--- src/rtl/mmio_timer.sv ---
// mmio_timer: memory-mapped down-counting timer with prescaler, auto-reload and a level irq.
// Ports: clk, reset (async high), mem_valid/addr/wdata/wstrb/ready/rdata bus, irq_out.
module mmio_timer #(
  parameter logic [31:0] BASE_ADDR = 32'h0500_0000
) (
  input  logic        clk,
  input  logic        reset,
  input  logic        mem_valid,
  input  logic [31:0] mem_addr,
  input  logic [31:0] mem_wdata,
  input  logic [3:0]  mem_wstrb,
  output logic        mem_ready,
  output logic [31:0] mem_rdata,
  output logic        irq_out
);

  logic        en, auto_rl, ie, exp_flag;
  logic [31:0] load, count;
  logic [15:0] presc, pcnt;

  logic        en_n, auto_n, ie_n, exp_n;
  logic [31:0] load_n, count_n;
  logic [15:0] presc_n, pcnt_n;
  logic [31:0] presc_m;
  logic [31:0] rdata_n;

  logic        sel, acc, wr, rd;
  logic [2:0]  off;
  logic        ctrl_wr, load_wr, count_wr;
  logic        presc_wr, clr;
  logic        tick, tick_eff, expire;

  function automatic logic [31:0] merge(
    input logic [31:0] old,
    input logic [31:0] d,
    input logic [3:0]  s
  );
    logic [31:0] res;
    for (int i = 0; i < 4; i++)
      res[8*i +: 8] = s[i] ? d[8*i +: 8] : old[8*i +: 8];
    return res;
  endfunction

  assign sel = mem_valid &&
               (mem_addr[31:5] == BASE_ADDR[31:5]);
  // A request is serviced only on the edge that raises mem_ready.
  assign acc = sel && !mem_ready;
  assign wr  = acc && (mem_wstrb != 4'b0000);
  assign rd  = acc && (mem_wstrb == 4'b0000);
  assign off = mem_addr[4:2];

  assign ctrl_wr  = wr && (off == 3'd0) && mem_wstrb[0];
  assign load_wr  = wr && (off == 3'd1);
  assign count_wr = wr && (off == 3'd2);
  assign presc_wr = wr && (off == 3'd4);
  assign clr      = wr && (off == 3'd3) &&
                    mem_wstrb[0] && mem_wdata[0];

  assign tick     = en && (pcnt == presc);
  // A bus write to COUNT swallows a coincident tick.
  assign tick_eff = tick && !count_wr;
  assign expire   = tick_eff && (count == 32'd0);

  assign presc_m = merge({16'd0, presc}, mem_wdata, mem_wstrb);

  always_comb begin
    en_n    = en;
    auto_n  = auto_rl;
    ie_n    = ie;
    exp_n   = exp_flag;
    load_n  = load;
    count_n = count;
    presc_n = presc;
    pcnt_n  = pcnt;

    if (tick_eff) begin
      if (count != 32'd0)
        count_n = count - 32'd1;
      else if (auto_rl)
        count_n = load;
      else
        en_n = 1'b0;
    end

    // Set beats clear when both land together.
    if (clr)
      exp_n = 1'b0;
    if (expire)
      exp_n = 1'b1;

    if (ctrl_wr) begin
      en_n   = mem_wdata[0];
      auto_n = mem_wdata[1];
      ie_n   = mem_wdata[2];
    end
    if (load_wr)
      load_n = merge(load, mem_wdata, mem_wstrb);
    if (count_wr)
      count_n = merge(count, mem_wdata, mem_wstrb);
    if (presc_wr)
      presc_n = presc_m[15:0];

    // Prescaler sits at 0 whenever the timer is (or is becoming)
    // disabled, so an enable always starts a fresh period.
    if (!en_n || !en || count_wr || tick)
      pcnt_n = 16'd0;
    else
      pcnt_n = pcnt + 16'd1;
  end

  always_comb begin
    rdata_n = 32'd0;
    if (rd) begin
      case (off)
        3'd0:    rdata_n = {29'd0, ie, auto_rl, en};
        3'd1:    rdata_n = load;
        3'd2:    rdata_n = count;
        3'd3:    rdata_n = {31'd0, exp_flag};
        3'd4:    rdata_n = {16'd0, presc};
        default: rdata_n = 32'd0;
      endcase
    end
  end

  always_ff @(posedge clk or posedge reset) begin
    if (reset) begin
      en        <= 1'b0;
      auto_rl   <= 1'b0;
      ie        <= 1'b0;
      exp_flag  <= 1'b0;
      load      <= 32'd0;
      count     <= 32'd0;
      presc     <= 16'd0;
      pcnt      <= 16'd0;
      mem_ready <= 1'b0;
      mem_rdata <= 32'd0;
    end else begin
      en        <= en_n;
      auto_rl   <= auto_n;
      ie        <= ie_n;
      exp_flag  <= exp_n;
      load      <= load_n;
      count     <= count_n;
      presc     <= presc_n;
      pcnt      <= pcnt_n;
      mem_ready <= acc;
      mem_rdata <= rdata_n;
    end
  end

  assign irq_out = exp_flag && ie;

endmodule

--- config.mk ---
export PLATFORM = sky130hd
export DESIGN_NAME = mmio_timer
export DESIGN_NICKNAME = d
export VERILOG_FILES = /design/src/rtl/mmio_timer.sv
export SDC_FILE = /design/constraint.sdc
export NUM_CORES = 1
export LEC_CHECK = 0
export BUFFER_PORTS_ARGS = -buffer_cell sky130_fd_sc_hd__clkbuf_2
export CORE_ASPECT_RATIO = 0.5
export CORE_MARGIN = 8
export CORE_UTILIZATION = 40
export DETAILED_ROUTE_END_ITERATION = 12
export PLACE_DENSITY = 0.64
export SYNTH_ARGS = -nofsm -noshare
export SYNTH_HDL_FRONTEND = slang
export SYNTH_SLANG_ARGS = --single-unit
--- constraint.sdc ---
create_clock -name clk -period 8.6 [get_ports clk]
set_clock_uncertainty 0.1 [all_clocks]
set_input_delay 1.29 -clock clk [delete_from_list [all_inputs] [get_ports clk]]
set_output_delay 1.29 -clock clk [all_outputs]
set_load 0.01 [all_outputs]
Yosys cells after proc, flatten, opt, wreduce, memory -nomap -nowiden. Cells that the tools add are included. W data, S select, Z words.

Register bits: 133. Input port bits: 71. Output and inout bits: 34. Logic and storage cells: 87.

Add/subtract/negate cells: 2. Equality and inequality tests: 10. Multiplexer cells: 17. Reduce and logical (&&, ||, !) cells: 41.

Operator list (count): $mux W32 (5); $pmux W32 S5 (1); $logic_not A32 Y1 (1); $mux W8 (4); $reduce_bool A32 Y1 (1); $sub A32 B1 Y32 const B (1); $eq A27 B22 Y1 const B (1); $add A16 B1 Y16 const B (1); $eq A16 B16 Y1 (1); $logic_and A1 B1 Y1 (16); $mux W16 (1); $reduce_and A2 Y1 (6); $reduce_and A3 Y1 (4); $ne A2 B2 Y1 const B (4); $eq A3 B2 Y1 const B (2); $mux W1 (6); $logic_not A1 Y1 (4); $logic_not A4 Y1 (1); $reduce_bool A2 Y1 (2); $reduce_bool A4 Y1 (1); $eq A3 B1 Y1 const B (1); $eq A3 B3 Y1 const B (1); $logic_not A3 Y1 (1); $logic_or A1 B1 Y1 (3); $reduce_bool A3 Y1 (1).

Depth between registers and ports, before layout. Gate-level depths: netlist (run 1).

Depth in word-level cells: 14. Gate-level depth with buffers: 10. Depth with buffers taken out: 8.

Worst setup path before layout (run 1). Ideal clock, no wire load.

Kind: input to register. From: input mem_addr[3]. To: register count[16]. Data arrival time: 3179 ps. Required time: 8375 ps. Path slack: 5196 ps. Stages on the path: 9. Cells stage by stage: buf_2 nor3b_2 nor2b_1 and3_1 buf_2 buf_2 nand2_1 nand2_1 mux2_2.

Cells in the longest elaborated chain, start to end: 6. Elaborated cells on any way between the ends: 9.

RTL lines: start: declaration (line 9) `input logic [31:0] mem_addr,`; $eq A3 B2 Y1 (*) (line 54) `assign count_wr = wr && (off == 3'd2);`; $logic_and A1 B1 Y1 (*) (line 54); $logic_not A1 Y1 (line 61) `assign tick_eff = tick && !count_wr;`; $logic_and A1 B1 Y1 (line 61); $reduce_bool A2 Y1 (no source line); $reduce_and A3 Y1 (no source line); end signal: assignment (line 143) `count <= count_n;`; end: declaration (line 18) `logic [31:0] load, count;`.

Every way passes the cells marked *; elsewhere a longest branch is shown, timed or not. A chain may end at the register's enable or synchronous reset.

Worst setup path in the final report (run 1).
From: register count[9]. To: register count[10].

Cells in the longest elaborated chain, start to end: 4. Elaborated cells on any way between the ends: 7.

RTL lines: $sub A32 B1 Y32 / $reduce_bool A32 Y1 (equally long branches) (line 78, 77); $mux W32 (line 77) `if (count != 32'd0)`; $mux W32 (line 76) `if (tick_eff) begin`; $mux W32 (line 98) `if (count_wr)`.

Parallel ways exist; a longest one is shown, timed or not. The select of a mux whose other input is x is not followed.

==> results of run 1 <==
[registers in the layout (all words and copies together), names as in the netlist]
name / flops
count: 32
load: 32
mem_rdata: 32
pcnt: 16
presc: 16
auto_rl: 1
en: 1
exp_flag: 1
ie: 1
mem_ready: 1
[cells in the mapped netlist (4+ instances only)]
cell type / number
a21oi_1: 23
nor4_1: 18
nand2_1: 40
o221ai_1: 10
mux2i_1: 23
xor2_1: 18
o21ai_0: 26
and3_1: 8
dfrtp_1: 133
a22oi_1: 31
nand4_1: 9
clkbuf_1: 30
a211oi_1: 4
or4_1: 11
xnor2_1: 29
mux2_2: 54
or3_1: 4
buf_2: 10
mux2_4: 8
o31ai_1: 7
a2bb2oi_1: 4
nand3_1: 14
and2_1: 5
nor3_1: 21
inv_1: 19
nor2_1: 83
[power breakdown]
group / switching (mW) / internal, mW / total [mW]
logic: 0.0342 / 0.0163 / 0.0505
registers: 0.00000000745 / 0.626 / 0.626
clock network: 0.281 / 0.424 / 0.706
[metal layers]
metal	track usage	vias to the layer above	wire (um)
li1	-	2715	-
met1	0.2297	2925	8862
met2	0.2833	157	9550
met3	0.04288	23	1145
met4	0.05024	2	303
met5	0	-	13
[per-stage QoR]
step | hold WS (ns) | total power, mW
2_1_floorplan | 0.3658 | 0.6577
3_3_place_gp | 0.4059 | 0.6879
3_5_place_dp | 0.4065 | 0.6887
4_1_cts | 0.4149 | 1.393
5_1_grt | 0.4349 | 1.424
6_report | 0.4062 | 1.382
[area by class of cell]
cell class | instances | share of cell area
clock buffer | 18 | 0.05087
clock inverter | 13 | 0.01602
inverter | 19 | 0.009046
multi-input combinational | 504 | 0.4255
sequential | 133 | 0.3945
tap | 234 | 0.03470
timing repair buffer | 112 | 0.06941
[critical path: stages, from the launching register on]
cell       delay [ns]
dfrtp_1          0.45
nor3_1           0.59
nand4_1          1.03
or2_2            0.69
o2111ai_4        0.43
a21boi_4         0.50
mux2_4           0.34
[kinds of logic (layout without fill, tap and decap cells)]
kind of cell | Yosys count | after routing | synth area share
compound gates | 129 | 129 | 0.1275
simple gates | 240 | 240 | 0.1745
buf+inv | 64 | 162 | 0.03884
xor+xnor | 47 | 47 | 0.05730
flops | 133 | 133 | 0.4633
mux | 85 | 85 | 0.1334
fa+ha+maj | 3 | 3 | 0.005225
[path summary, 6_finish.rpt]
kind | from | end | slack [ns]
max | count[9] | count[10] | 4.33
min | pcnt[0] | pcnt[0] | 0.41
max reg2reg | count[9] | count[10] | 4.33
min reg2reg | pcnt[0] | pcnt[0] | 0.41
max in group asynchronous | reset | count[22] | 6.29
min in group asynchronous | reset | pcnt[13] | 0.88
[cells in the final DEF (no fill, tap or decap), types with 5 or more instances in the layout]
cell type / count
dfrtp_1: 133
clkbuf_2: 102
nor2_1: 83
mux2_2: 54
nand2_1: 40
a22oi_1: 31
xnor2_1: 29
o21ai_0: 26
a21oi_1: 23
mux2i_1: 23
nor3_1: 21
xor2_1: 18
nor4_1: 18
inv_1: 18
clkbuf_16: 17
nand3_1: 14
or4_1: 11
o221ai_1: 10
buf_4: 10
nand4_1: 9
mux2_4: 8
o31ai_1: 7
and3_1: 7
and2_1: 5
clkinv_2: 5
==> reports/results.ini, run 1 <==
[outcome]
status = completed

[drt]
route.detailed.drc = 0
num_vias = 5822
viasPerCell = 5.636
drt-initial-drc-count = 416
routed_wl_mm = 19.88
drt-pass1-iter-count = 5
ant_nets = 0
wl_per_cell_um = 19.24

[synth]
syn-instance-count = 701
yosysTopAreaCell = dfrtp_1
yosys-top-cells-area = dfrtp_1, mux2_2, nor2_1, xnor2_1, a22oi_1
seq_area_frac_synth = 0.4633
syn_area_mm2 = 0.007184
yosysWarnings = 0
synth-async-reset-ratio = 1.000
avgSynthCellArea_um2 = 10.25
ys.flop_type = dfrtp_1
synth-edff-count = 0
netlist.area_leader.share = 0.4633
ys_ff_latch = 133
yosysUniqueCellTypes = 62
synth_nets = 775

[floorplanning]
die_y_um = 110.8
dieArea_mm2 = 0.02277
core_mm2 = 0.01748
core.rowCount = 34
die_w_um = 205.5
ios = 105
start_util = 0.4109

[placement]
io_buffers = 102
place_area_mm2 = 0.007873
dp.cells = 1002
dp_hpwl_mm = 13.54
gp_congestion = 0.8120
pre_cts_ws_ns = 3.969

[worst_setup_path]
crit_path_start_kind = register
required_ns = 8.79
critPathKind = register to register
critPathMaxFanout = 20
ff2ff_path_depth = 6
critPathArrivalTime_ns = 4.47
endpoint_kind = register

[clock_tree]
cts_root_buf = clkbuf_16
clockBufferDepth = 2
clk-insertion-delay-late_ns = 0.42
cts_tree = yes
cts_hold_buf = 0
clock-sinks = 133
clk_pin_slew_ns = 0.06
cts-resized-gates = 0
htreeDepth = 4
cts_made_buffers = 17
cts_setup_buffers = 0

[power_and_ir_drop]
ir_drop_uv = 116.8
leakage_nw = 3.783
pwr_density_cell_mw_per_mm2 = 163.8

[final_layout]
nets = 861
layout-drive-gt1-share = 0.2741
instances_no_fill = 1033
n_fill_cell = 1572
antennaDiodeCount = 0
multiInputGateArea_mm2 = 0.003590
final_area_mm2 = 0.008437
final_core_util = 0.4825
final-seq-area_mm2 = 0.003328
area_delta_synth_final_pct = 17.43

[sta]
hold_viol = 0
rsz0062_at_grt = no
worst_slew_pin_slew_ns = 1.118
max-slew-margin-rel = 0.2522
setup-tns-final_ns = 0
setup_slack_ns = 4.327
finalSetupViolCount = 0
period_needed_ns = 4.273
timing.final.crit_share = 0.4968
fmaxAchievable_ghz = 0.2340
drv_slew = 0

[global_route]
overflow = 0
grt_pass1_vias = 5964
grt_max_degree = 76
grt_pass1_wl_mm = 32.21
track_usage = 0.1753
antenna_found_initial = 1

[run]
cap_violations = 0

[min_path]
hold_class = register to register
min_path_cells = 1

Note: power is estimated with default switching activity, not from simulation.
==> run 2, diff against run 1 <==
==> constraint.sdc (replaced) <==
create_clock -name clk -period 4.4 [get_ports clk]
set_clock_uncertainty 0.1 [all_clocks]
set_input_delay 0.66 -clock clk [delete_from_list [all_inputs] [get_ports clk]]
set_output_delay 0.66 -clock clk [all_outputs]
set_load 0.01 [all_outputs]
==> reports/results.ini, run 2 (synthesis results as in run 1) <==
[final_layout]
largestRegisters = count (32), load (32), mem_rdata (32)  ; unchanged
final_common_cell = dfrtp_1  ; unchanged
antennaDiodeCount = 0  ; unchanged
nets = 866  ; was 861
final_cell_mix = dfrtp_1, clkbuf_2, nor2_1  ; unchanged
area_delta_synth_final_pct = 18.41  ; was 17.43%
final_area_mm2 = 0.008507  ; was 0.008437 mm2
layout-drive-gt1-share = 0.2770  ; was 0.2741

[clock_tree]
clk-insertion-delay-late_ns = 0.42  ; about the same
cts_root_buf = clkbuf_16  ; unchanged
cts_tree = yes  ; unchanged
htreeDepth = 4  ; unchanged
cts_made_buffers = 17  ; unchanged
cts-resized-gates = 0  ; unchanged
clock-sinks = 133  ; unchanged
clk_pin_slew_ns = 0.06  ; about the same
cts_hold_buf = 0  ; unchanged
clockBufferDepth = 2  ; unchanged
cts_setup_buffers = 0  ; unchanged

[power_and_ir_drop]
pwr_density_cell_mw_per_mm2 = 327.6  ; was 163.8 mW/mm2
leakage_nw = 3.823  ; was 3.783 nW
ir_drop_uv = 247.4  ; was 116.8 uV

[worst_setup_path]
crit_path_start_kind = register  ; unchanged
cpPeakStageDelay_ns = 0.69  ; was 1.03 ns
crit_chain = nor4_1, nand3b_1, or4_4, o2111ai_4, a21boi_4, mux2_4  ; was nor3_1, nand4_1, or2_2, o2111ai_4, a21boi_4, mux2_4
required_ns = 4.61  ; was 8.79 ns
critPathArrivalTime_ns = 3.51  ; was 4.47 ns
cp_slowest_cell = or4_4  ; was nand4_1
critPathMaxFanout = 20  ; unchanged
endpoint_kind = register  ; unchanged
critPathKind = register to register  ; unchanged

[drt]
drt-pass1-iter-count = 5  ; unchanged
drt-initial-drc-count = 503  ; was 416
num_vias = 5835  ; was 5822
route.detailed.drc = 0  ; unchanged
wl_per_cell_um = 19.32  ; was 19.24 um
routed_wl_mm = 20.08  ; was 19.88 mm
ant_nets = 0  ; unchanged
viasPerCell = 5.616  ; was 5.636

[global_route]
grt_pass1_vias = 5953  ; was 5964
grt_pass1_wl_mm = 32.54  ; was 32.21 mm
overflow = 0  ; unchanged
antenna_found_initial = 3  ; was 1
grt_max_degree = 98  ; was 76
track_usage = 0.1787  ; was 0.1753

[outcome]
status = completed  ; unchanged

[placement]
place_area_mm2 = 0.007904  ; was 0.007873 mm2
gp_congestion = 0.8285  ; was 0.8120
pre_cts_ws_ns = 1.112  ; was 3.969 ns
dp_hpwl_mm = 13.97  ; was 13.54 mm
io_buffers = 102  ; unchanged

[run]
cap_violations = 0  ; unchanged

[sta]
period_needed_ns = 3.308  ; was 4.273 ns
whs_ns = 0.3144  ; was 0.4062 ns
rsz0062_at_grt = no  ; unchanged
timing.final.crit_share = 0.7518  ; was 0.4968
setup-tns-final_ns = 0  ; unchanged
finalSetupViolCount = 0  ; unchanged
worst_slew_pin_slew_ns = 0.8924  ; was 1.118 ns
hold_viol = 0  ; unchanged
drv_slew = 0  ; unchanged
max-slew-margin-rel = 0.4051  ; was 0.2522
fmaxAchievable_ghz = 0.3023  ; was 0.2340 GHz
setup_slack_ns = 1.092  ; was 4.327 ns

[floorplanning]
die_w_um = 205.5  ; unchanged
core.rowCount = 34  ; unchanged
die_y_um = 110.8  ; unchanged
core_mm2 = 0.01748  ; unchanged
ios = 105  ; unchanged
start_util = 0.4109  ; unchanged
dieArea_mm2 = 0.02277  ; unchanged

[min_path]
hold_class = input pin to async pin  ; was register to register

==> run 2: changes by cell type in the layout (fill, tap and decap cells not counted) <==
cell	before	now
clkbuf_8	0	3
inv_6	2	1
buf_4	10	15
nor3b_4	1	0
bufinv_16	2	3
clkinv_4	3	0
clkinv_2	5	4
clkbuf_1	1	3
nor3b_2	1	2
==> run 2: final timing paths <==
path / startpoint / to / slack [ns] / cells past startpoint
max in group asynchronous: reset / count[26] / 3.02 / 3
worst min-delay path: reset / pcnt[14] / 0.31 / 2
worst max register to register: count[20] / count[10] / 1.09 / 6
min in group clk: mem_wdata[25] / load[25] / 0.37 / 3
worst max-delay path: count[20] / count[10] / 1.09 / 6
worst min register to register: pcnt[0] / pcnt[0] / 0.41 / 1
==> run 2: worst max-delay path: cells and delay by family, from the launching register on <==
family	cells	cell delay, ns
mux	1	0.34
flops	1	0.45
simple gates	3	1.32
compound gates	2	0.98
==> run 2: per-stage QoR <==
stage	power [mW]	instances	util
floorplan	1.286	701	-
global placement	1.345	1007	0.4521
detailed placement	1.346	1007	0.4521
CTS	2.808	1039	0.4865
global route	2.867	1039	0.4865
finish	2.787	1039	0.4865
==> run 2: report_power, final <==
part,switching [mW],internal [mW]
combinational,0.0661,0.0329
clock,0.533,0.932
sequential,0.0000000152,1.22
total,0.599,2.19
==> run 2: final cells by class <==
type	count	area, um2
multi-input cells	504	3583
well taps	234	292.8
clock inverters	9	125.1
fillers	1605	8977
flip-flops and latches	133	3328
inverters	19	76.32
clock buffers	23	478.0
repair buffers	117	623.1
==> run 2: layer usage <==
layer | GRT usage | up-vias | wire length [um] | share of wire
li1 | - | 2735 | - | -
met1 | 0.2296 | 2910 | 8984 | 0.45
met2 | 0.2870 | 145 | 9648 | 0.48
met3 | 0.04172 | 39 | 1037 | 0.052
met4 | 0.07014 | 6 | 365 | 0.018
met5 | 0 | - | 37 | 0.0018
==> run 3, diff against run 2 <==
--- a/config.mk
+++ b/config.mk
@@ -5,6 +5,7 @@
 export SDC_FILE = /design/constraint.sdc
 export NUM_CORES = 1
 export LEC_CHECK = 0
+export ABC_AREA = 1
 export BUFFER_PORTS_ARGS = -buffer_cell sky130_fd_sc_hd__clkbuf_2
 export CORE_ASPECT_RATIO = 0.5
 export CORE_MARGIN = 8
==> constraint.sdc (replaced) <==
create_clock -name clk -period 3.45 [get_ports clk]
set_clock_uncertainty 0.1 [all_clocks]
set_input_delay 0.5175 -clock clk [delete_from_list [all_inputs] [get_ports clk]]
set_output_delay 0.5175 -clock clk [all_outputs]
set_load 0.01 [all_outputs]
==> reports/results.ini, run 3 <==
[placement]
pre_cts_ws_ns = 0.7398  ; was 1.112 ns
dp.cells = 1432  ; was 1007
place_area_mm2 = 0.008605  ; was 0.007904 mm2
dp_hpwl_mm = 17.25  ; was 13.97 mm
gp_congestion = 0.9224  ; was 0.8285
io_buffers = 102  ; unchanged

[synth]
synth.most_common_cell = nand2_1  ; was dfrtp_1
synth-async-reset-ratio = 1.000  ; unchanged
syn-instance-count = 1089  ; was 701
yosysTopAreaCell = dfrtp_1  ; unchanged
yosysUniqueCellTypes = 46  ; was 62
synth_nets = 1163  ; was 775
avgSynthCellArea_um2 = 7.218  ; was 10.25 um2
netlist.area_leader.share = 0.4234  ; was 0.4633
ys_ff_latch = 133  ; unchanged
yosys-top-cells-area = dfrtp_1, nand2_1, nand3_1, inv_1, nor2_1  ; was dfrtp_1, mux2_2, nor2_1, xnor2_1, a22oi_1
yosysWarnings = 0  ; unchanged
seq_area_frac_synth = 0.4234  ; was 0.4633
synth_common_cells = nand2_1, dfrtp_1, inv_1  ; was dfrtp_1, nor2_1, mux2_2
ys.flop_type = dfrtp_1  ; unchanged
syn_area_mm2 = 0.007860  ; was 0.007184 mm2
synth-edff-count = 0  ; unchanged

[floorplanning]
die_y_um = 115.1  ; was 110.8 um
core.rowCount = 36  ; was 34
core_mm2 = 0.01937  ; was 0.01748 mm2
start_util = 0.4058  ; was 0.4109
ios = 105  ; unchanged
die_w_um = 214.2  ; was 205.5 um
dieArea_mm2 = 0.02466  ; was 0.02277 mm2

[sta]
rsz0062_at_grt = no  ; unchanged
hold_viol = 0  ; unchanged
setup_slack_ns = 0.7719  ; was 1.092 ns
finalSetupViolCount = 0  ; unchanged
setup-tns-final_ns = 0  ; unchanged
fmaxAchievable_ghz = 0.3734  ; was 0.3023 GHz
drv_slew = 0  ; unchanged
max-slew-margin-rel = 0.5798  ; was 0.4051
worst_slew_pin_slew_ns = 0.6285  ; was 0.8924 ns
timing.final.crit_share = 0.7763  ; was 0.7518
period_needed_ns = 2.678  ; was 3.308 ns
whs_ns = 0.01171  ; was 0.3144 ns

[global_route]
grt_pass1_wl_mm = 38.25  ; was 32.54 mm
overflow = 0  ; unchanged
antenna_found_initial = 0  ; was 3
grt_max_degree = 113  ; was 98
grt_pass1_vias = 7407  ; was 5953
track_usage = 0.1916  ; was 0.1787

[min_path]
hold_class = input pin to async pin  ; unchanged

[clock_tree]
cts-resized-gates = 0  ; unchanged
clk-insertion-delay-late_ns = 0.43  ; was 0.42 ns
clk_pin_slew_ns = 0.07  ; was 0.06 ns
clock-sinks = 133  ; unchanged
cts_hold_buf = 0  ; unchanged
cts_root_buf = clkbuf_16  ; unchanged
htreeDepth = 4  ; unchanged
cts_setup_buffers = 0  ; unchanged
clockBufferDepth = 2  ; unchanged
cts_tree = yes  ; unchanged
cts_made_buffers = 17  ; unchanged

[final_layout]
final_area_mm2 = 0.009186  ; was 0.008507 mm2
nets = 1259  ; was 866
final_common_cell = nand2_1  ; was dfrtp_1
instances_no_fill = 1464  ; was 1039
n_fill_cell = 1963  ; was 1605
area_delta_synth_final_pct = 16.87  ; was 18.41%
largestRegisters = count (32), load (32), mem_rdata (32)  ; unchanged
layout-drive-gt1-share = 0.1736  ; was 0.2770
final_cell_mix = nand2_1, dfrtp_1, inv_1  ; was dfrtp_1, clkbuf_2, nor2_1
final_core_util = 0.4743  ; was 0.4865
antennaDiodeCount = 0  ; unchanged

[power_and_ir_drop]
pwr_density_cell_mw_per_mm2 = 382.3  ; was 327.6 mW/mm2
ir_drop_uv = 362.8  ; was 247.4 uV
total_power_mw = 3.511  ; was 2.787 mW
leakage_nw = 4.407  ; was 3.823 nW

[worst_setup_path]
endpoint_kind = register  ; unchanged
cp.depth = 10  ; was 6
crit_path_start_kind = register  ; unchanged
critPathArrivalTime_ns = 2.92  ; was 3.51 ns
cp_num_buf_inv = 1  ; was 0
critPathKind = register to register  ; unchanged
cpPeakStageDelay_ns = 0.43  ; was 0.69 ns
required_ns = 3.69  ; was 4.61 ns
critPathMaxFanout = 16  ; was 20
ff2ff_path_depth = 10  ; was 6
cp_slowest_cell = dfrtp_1  ; was or4_4
crit_chain = inv_1, ha_1, nand3_1, nand3b_1, nor2_2, nand2_1, nand3_2, nand3_1, nand3_2, nor2_1  ; was nor4_1, nand3b_1, or4_4, o2111ai_4, a21boi_4, mux2_4
cpLargestDelayFamily = simple AND/OR/NAND/NOR gates  ; unchanged

[drt]
highest_layer = met4  ; was met5
wl_per_cell_um = 15.77  ; was 19.32 um
route.detailed.drc = 0  ; unchanged
num_vias = 7553  ; was 5835
ant_nets = 0  ; unchanged
wl_met1_mm = 10.72  ; was 8.984 mm
drt-initial-drc-count = 655  ; was 503
wl_met2_mm = 10.69  ; was 9.648 mm
drt-pass1-iter-count = 7  ; was 5
routed_wl_mm = 23.08  ; was 20.08 mm
wl_met3_mm = 1.320  ; was 1.037 mm
viasPerCell = 5.159  ; was 5.616

[run]
cap_violations = 0  ; unchanged

[outcome]
status = completed  ; unchanged

==> run 3: changes by cell type after synthesis, moves of 14 or more <==
| cell | change |
|---|---|
| nand2_1 | +301 |
| inv_1 | +92 |
| nand3_1 | +90 |
| mux2_2 | -54 |
| a22oi_1 | -31 |
| o21ai_1 | +31 |
| mux2i_1 | -23 |
| xnor2_1 | -22 |
| nor2_2 | +21 |
| nor2_1 | +18 |
| nor4_1 | -15 |
| clkbuf_1 | -14 |
==> run 3: cell families (layout without fill, tap and decap cells) <==
group                      count (synthesis)  count (layout)  synth area share
DFF                                      133             133            0.4234
adders and majority gates                  3               3          0.004776
and+or+nand+nor                          636             636            0.3583
AOI/OAI and AO/OA                        133             133           0.09901
buffers and inverters                    155             264           0.08214
xor gates and xnor gates                  29              29           0.03231
==> run 3: worst paths after layout <==
check,startpoint,end,slack (ns)
worst max-delay path,count[0],pcnt[15],0.77
worst min-delay path,reset,exp_flag,0.01
worst max register to register,count[0],pcnt[15],0.77
worst min register to register,pcnt[0],pcnt[0],0.37
max in group asynchronous,reset,count[22],2.31
min in group clk,mem_wdata[26],load[26],0.23
==> run 3: cell type report <==
cell class | count | area, um2 | share of cell area
clock buffers | 18 | 429.2 | 0.04672
clock inverters | 14 | 152.6 | 0.01662
inverters | 122 | 461.7 | 0.05026
well taps | 266 | 332.8 | 0.03623
multi-input cells | 801 | 3899 | 0.4244
repair buffers | 110 | 583.1 | 0.06347
flip-flops and latches | 133 | 3328 | 0.3623
==> run 3: where the power goes <==
| group | total, mW | leakage (nW) | switching, mW | internal (mW) |
|---|---|---|---|---|
| sequential | 1.56 | 1.81 | 0.000132 | 1.56 |
| combinational | 0.142 | 2.33 | 0.0986 | 0.0431 |
| clock | 1.81 | 0.274 | 0.739 | 1.07 |
==> run 3: layer usage <==
| layer | track usage | up-vias |
|---|---|---|
| li1 | - | 3699 |
| met1 | 0.2555 | 3621 |
| met3 | 0.04202 | 29 |
| met4 | 0.05089 | 0 |
| met2 | 0.3139 | 204 |
| met5 | 0 | - |
